### config.mk
export PLATFORM = sky130hd
export DESIGN_NAME = bitwise_serial_unit
export DESIGN_NICKNAME = d
export VERILOG_FILES = /design/src/rtl/bitwise_serial_unit.sv
export SDC_FILE = /design/constraint.sdc
export NUM_CORES = 1
export LEC_CHECK = 0
export BUFFER_PORTS_ARGS = -buffer_cell sky130_fd_sc_hd__buf_2
export CAP_MARGIN = 0
export CORE_UTILIZATION = 58
export CTS_CLUSTER_SIZE = 25
export DETAILED_ROUTE_END_ITERATION = 16
export GPL_TIMING_DRIVEN = 0
export MAX_ROUTING_LAYER = met4
export PLACE_DENSITY = 0.84
export SKIP_CTS_REPAIR_TIMING = 1
export SLEW_MARGIN = 10
export SYNTH_ARGS = -nofsm -noshare
export SYNTH_HDL_FRONTEND = slang
export SYNTH_SLANG_ARGS = --single-unit
### constraint.sdc
create_clock -name clk -period 3.2 [get_ports clk]
set_input_delay 0.16 -clock clk [delete_from_list [all_inputs] [get_ports clk]]
set_output_delay 0.16 -clock clk [all_outputs]
set_load 0.02 [all_outputs]
### src/rtl/bitwise_serial_unit.sv
// bitwise_serial_unit: multi-cycle bitwise unit, one SLICE-bit slice per clock, LSB slice first.
// Optional BITWISE_SERIAL_INVERT_EN adds an inv input that inverts every result slice.
module bitwise_serial_unit #(
   parameter int WIDTH = 8,
   parameter int SLICE = 1
) (
   input  logic             clk,
   input  logic             rst_n,
   input  logic             in_valid,
   output logic             in_ready,
   input  logic [1:0]       op,
   input  logic [WIDTH-1:0] a,
   input  logic [WIDTH-1:0] b,
`ifdef BITWISE_SERIAL_INVERT_EN
   input  logic             inv,
`endif
   output logic             out_valid,
   input  logic             out_ready,
   output logic [WIDTH-1:0] q,
   output logic             zero
);
   localparam int N  = (SLICE > 0) ? WIDTH / SLICE : 1;
   localparam int CW = (N > 1) ? $clog2(N) : 1;
   localparam logic [1:0] IDLE = 2'd0;
   localparam logic [1:0] BUSY = 2'd1;
   localparam logic [1:0] DONE = 2'd2;

   if (WIDTH < 1 || SLICE < 1 || WIDTH % SLICE != 0) begin : g_bad_params
      $error("bitwise_serial_unit: WIDTH must be >=1 and a multiple of SLICE");
   end

   logic [1:0]       state;
   logic [CW-1:0]    cnt;
   logic [WIDTH-1:0] a_r, b_r, res, res_nxt;
   logic [1:0]       op_r;
   logic             zero_r, accept, last;
   logic [SLICE-1:0] sa, sb, f, fs;
`ifdef BITWISE_SERIAL_INVERT_EN
   logic             inv_r;
`endif

   always_comb begin
      sa = a_r[SLICE-1:0];
      sb = b_r[SLICE-1:0];
      f = (op_r == 2'd0) ? sb :
          (op_r == 2'd1) ? (sa | sb) :
          (op_r == 2'd2) ? (sa & sb) : (sa ^ sb);
`ifdef BITWISE_SERIAL_INVERT_EN
      fs = f ^ {SLICE{inv_r}};
`else
      fs = f;
`endif
      // result is cleared at accept, so OR-ing the new slice into place is enough
      res_nxt = res | (WIDTH'(fs) << (cnt * SLICE));
      last = (cnt == CW'(N - 1));
      in_ready = (state == IDLE) || (state == DONE && out_ready);
      accept = in_valid && in_ready;
   end

   always_ff @(posedge clk or negedge rst_n) begin
      if (!rst_n) begin
         state  <= IDLE;
         cnt    <= '0;
         a_r    <= '0;
         b_r    <= '0;
         op_r   <= '0;
         res    <= '0;
         zero_r <= 1'b0;
`ifdef BITWISE_SERIAL_INVERT_EN
         inv_r  <= 1'b0;
`endif
      end else if (accept) begin
         state  <= BUSY;
         cnt    <= '0;
         a_r    <= a;
         b_r    <= b;
         op_r   <= op;
         res    <= '0;
         zero_r <= 1'b0;
`ifdef BITWISE_SERIAL_INVERT_EN
         inv_r  <= inv;
`endif
      end else if (state == BUSY) begin
         res <= res_nxt;
         a_r <= a_r >> SLICE;
         b_r <= b_r >> SLICE;
         cnt <= cnt + 1'b1;
         if (last) begin
            state  <= DONE;
            zero_r <= ~|res_nxt;
         end
      end else if (state == DONE && out_ready) begin
         state  <= IDLE;
         zero_r <= 1'b0;
      end
   end

   assign out_valid = (state == DONE);
   assign q         = res;
   assign zero      = zero_r;
endmodule

==> metrics.yaml <==
outcome: "complete, no violations"
dpl.hpwl_um: 2430
final_cell_mix: "buf_2 (35), dfrtp_1 (32), nand3_1 (17), o21ai_1 (14), mux2i_1 (14)"
wl_um: 3320
post-route-period-util: 0.539
multi_input_area_um2: 706
hold_class: "input pin to register"
synth-seq-cells: 32
syn_inst: 147
dp.cells: 209
synth_area_leader_cell: "dfrtp_1"
synth_area_mm2: 0.00162
synthToLayoutAreaGrowth_pct: 15.7
irDropWorstVdd_mv: 0.598
cp_slowest_cell: "mux4_2"
coreArea_mm2: 0.00257
period_needed_ps: 1720
slew_viol_final: 0
critPathTopFamily: "multiplexers"
ios: 33
power_density_mw_per_mm2: 968
layout_commonest_cell: "buf_2"
root_buffer: "clkbuf_4"
r2r-start: "b_r[0]$_DFFE_PN0P_"
worstHoldStart: "op[1]"
slowest_delay_ps: 550
worstReg2RegEnd: "q[4]$_DFFE_PN0P_"
cts_buffers: 5
clock.fmax_mhz: 580
combPwrFrac: 0.505
grt_max_degree: 33
grt_pass1_vias: 1231
switchingPower_w: 0.000747
htreeDepth: 2
place_congestion: 0.794
overflow: 0
filler_cell_count: 212
syn_nets: 173
grt_pass1_wl_um: 5200
antenna_left: 0
clock_power_share: 0.116
finClkSkew_ps: 16.9
drive_gt1_frac: 0.283
finalWorstSetupSlack_ps: 1480
clk_latency_ps: 330
p_int_w: 0.00107
hold_end: "op_r[1]$_DFFE_PN0P_"
initial_core_util: 0.631
nets: 213
clkTransAtPathRegs_ps: 100
synth_edf_count: 0
hold_viol_final: 0
cp-start-kind: "register"
hold_path_depth: 2
portBuffers: 32
clock_path_buffers: 2
cts_sinks: 32
switching_share: 0.412
drc: 0
cp-end-kind: "register"
final_cells: 217
yosysWarnings: 0
cp.arrival_ps: 1950
worstPathMaxFanout: 6
path_buf_inv: 1
rsz0062_at_grt: "false"
tritoncts: "done"
tightestPinTransition_ps: 686
die_h_um: 54.8
postSynthAreaPerCell_um2: 11.0
n_antenna_cell: 0
via_count: 1297
maxSlewHeadroom: 0.542
die_w_um: 54.8
setup_violations: 0
antenna_found_initial: 0
crit_chain: "inv_1 -> ha_1 -> mux4_2 -> a32o_1"
drt-initial-drc-count: 34
regArea_um2: 801
setup.worst_path.class: "register to register"
post_synth_main_area_contributors: "dfrtp_1 (49%), mux2i_1 (8.7%), nand3_1 (5.3%), o21ai_1 (4.3%), a32o_1 (3.1%)"
setup-tns-final_ps: 0
async_flop_share: 1.00
wl_per_cell_um: 15.3
place_ws_ps: 1470
p_leak_nw: 0.907
cap_violations: 0
avgViaCountPerCell: 5.98
ys_seq_area_frac: 0.495
synth_top_cell_area_share: 0.495
synth_cell_types: 30
reg2reg_slack_ps: 1480
die_area_mm2: 0.00301
reg2reg_depth: 4
synth_ff_type: "dfrtp_1"
seq_power_share: 0.379
dr.pass1.iters: 4
critPathRequiredTime_ps: 3420
grt_usage: 0.265
rows: 18
==> Yosys cell counts (all sizes together), types with 4 or more instances <==
cell type  number
dfrtp          32
mux2i          14
nand3          17
o21ai          14
ha              4
a32o            5
inv             7
buf            10
nor2b           5
nand2           8
==> worst register-to-register path, delay by kind of cell, from the launching register on <==
| kind | cells | cell delay, ps |
|---|---|---|
| compound gates | 1 | 280 |
| mux | 1 | 550 |
| buf+inv | 1 | 130 |
| flops | 1 | 410 |
| fa+ha+maj | 1 | 260 |
==> how the worst max path moves through the flow <==
stage / from / endpoint / slack (ps) / cells after the start
5_1_grt: b_r[0]$_DFFE_PN0P_ / q[4]$_DFFE_PN0P_ / 1430 / 4
6_report: b_r[0]$_DFFE_PN0P_ / q[4]$_DFFE_PN0P_ / 1480 / 4
3_5_place_dp: b_r[0]$_DFFE_PN0P_ / q[4]$_DFFE_PN0P_ / 1470 / 4
3_3_place_gp: b_r[0]$_DFFE_PN0P_ / q[5]$_DFFE_PN0P_ / 1550 / 4
4_1_cts: b_r[0]$_DFFE_PN0P_ / q[4]$_DFFE_PN0P_ / 1470 / 4
2_1_floorplan: b_r[0]$_DFFE_PN0P_ / q[4]$_DFFE_PN0P_ / 1610 / 4
==> metal layers <==
layer  GRT usage  vias to the layer above  wire, µm  share of wire
met5           -                        -         0              0
met4       0.137                        0        89          0.027
met3      0.0583                       11       143          0.043
met2       0.430                       45      1700           0.51
met1       0.304                      633      1380           0.42
li1            -                      608         -              -
==> logic make-up (layout without fill, tap and decap cells) <==
logic type                 count (synthesis)  after routing  synth area share
xor gates and xnor gates                   1              1           0.00541
muxes                                     18             18             0.128
DFF                                       32             32             0.495
and+or+nand+nor                           42             42             0.134
buffers and inverters                     19             59            0.0696
adders and majority gates                  4              4            0.0309
AOI/OAI and AO/OA                         31             31             0.137
==> layout make-up <==
| type | count | area share |
|---|---|---|
| tap | 30 | 0.0200 |
| clock buffer | 6 | 0.0220 |
| sequential | 32 | 0.428 |
| multi-input combinational | 96 | 0.377 |
| inverter | 7 | 0.0140 |
| clock inverter | 1 | 0.00267 |
| timing repair buffer | 33 | 0.0908 |
| buffer | 12 | 0.0461 |
==> per-stage QoR <==
stage	instance area (µm²)	total power [W]	hold slack (ps)	util
2_1_floorplan	1620	0.00138	-136	-
3_3_place_gp	1820	0.00155	231	0.708
4_1_cts	1860	0.00182	-125	0.726
3_5_place_dp	1820	0.00161	239	0.708
6_report	1870	0.00181	56.4	0.730
5_1_grt	1870	0.00195	61.2	0.730
==> sequential cells by signal (all words and copies together) (netlist names) <==
name and flops:
cnt 3, b_r 8, zero 1, q 8
a_r 8, op_r 2, state 2
==> power groups by stage <==
stage | logic (W) | registers (W) | clock network [W]
after floorplan | 0.000649 | 0.000727 | 0
after global placement | 0.000869 | 0.000684 | 0
after detailed placement | 0.000917 | 0.000697 | 0
after CTS | 0.000920 | 0.000689 | 0.000214
after global routing | 0.00101 | 0.000711 | 0.000227
final | 0.000915 | 0.000688 | 0.000211
Note: power is estimated with default switching activity, not from simulation.
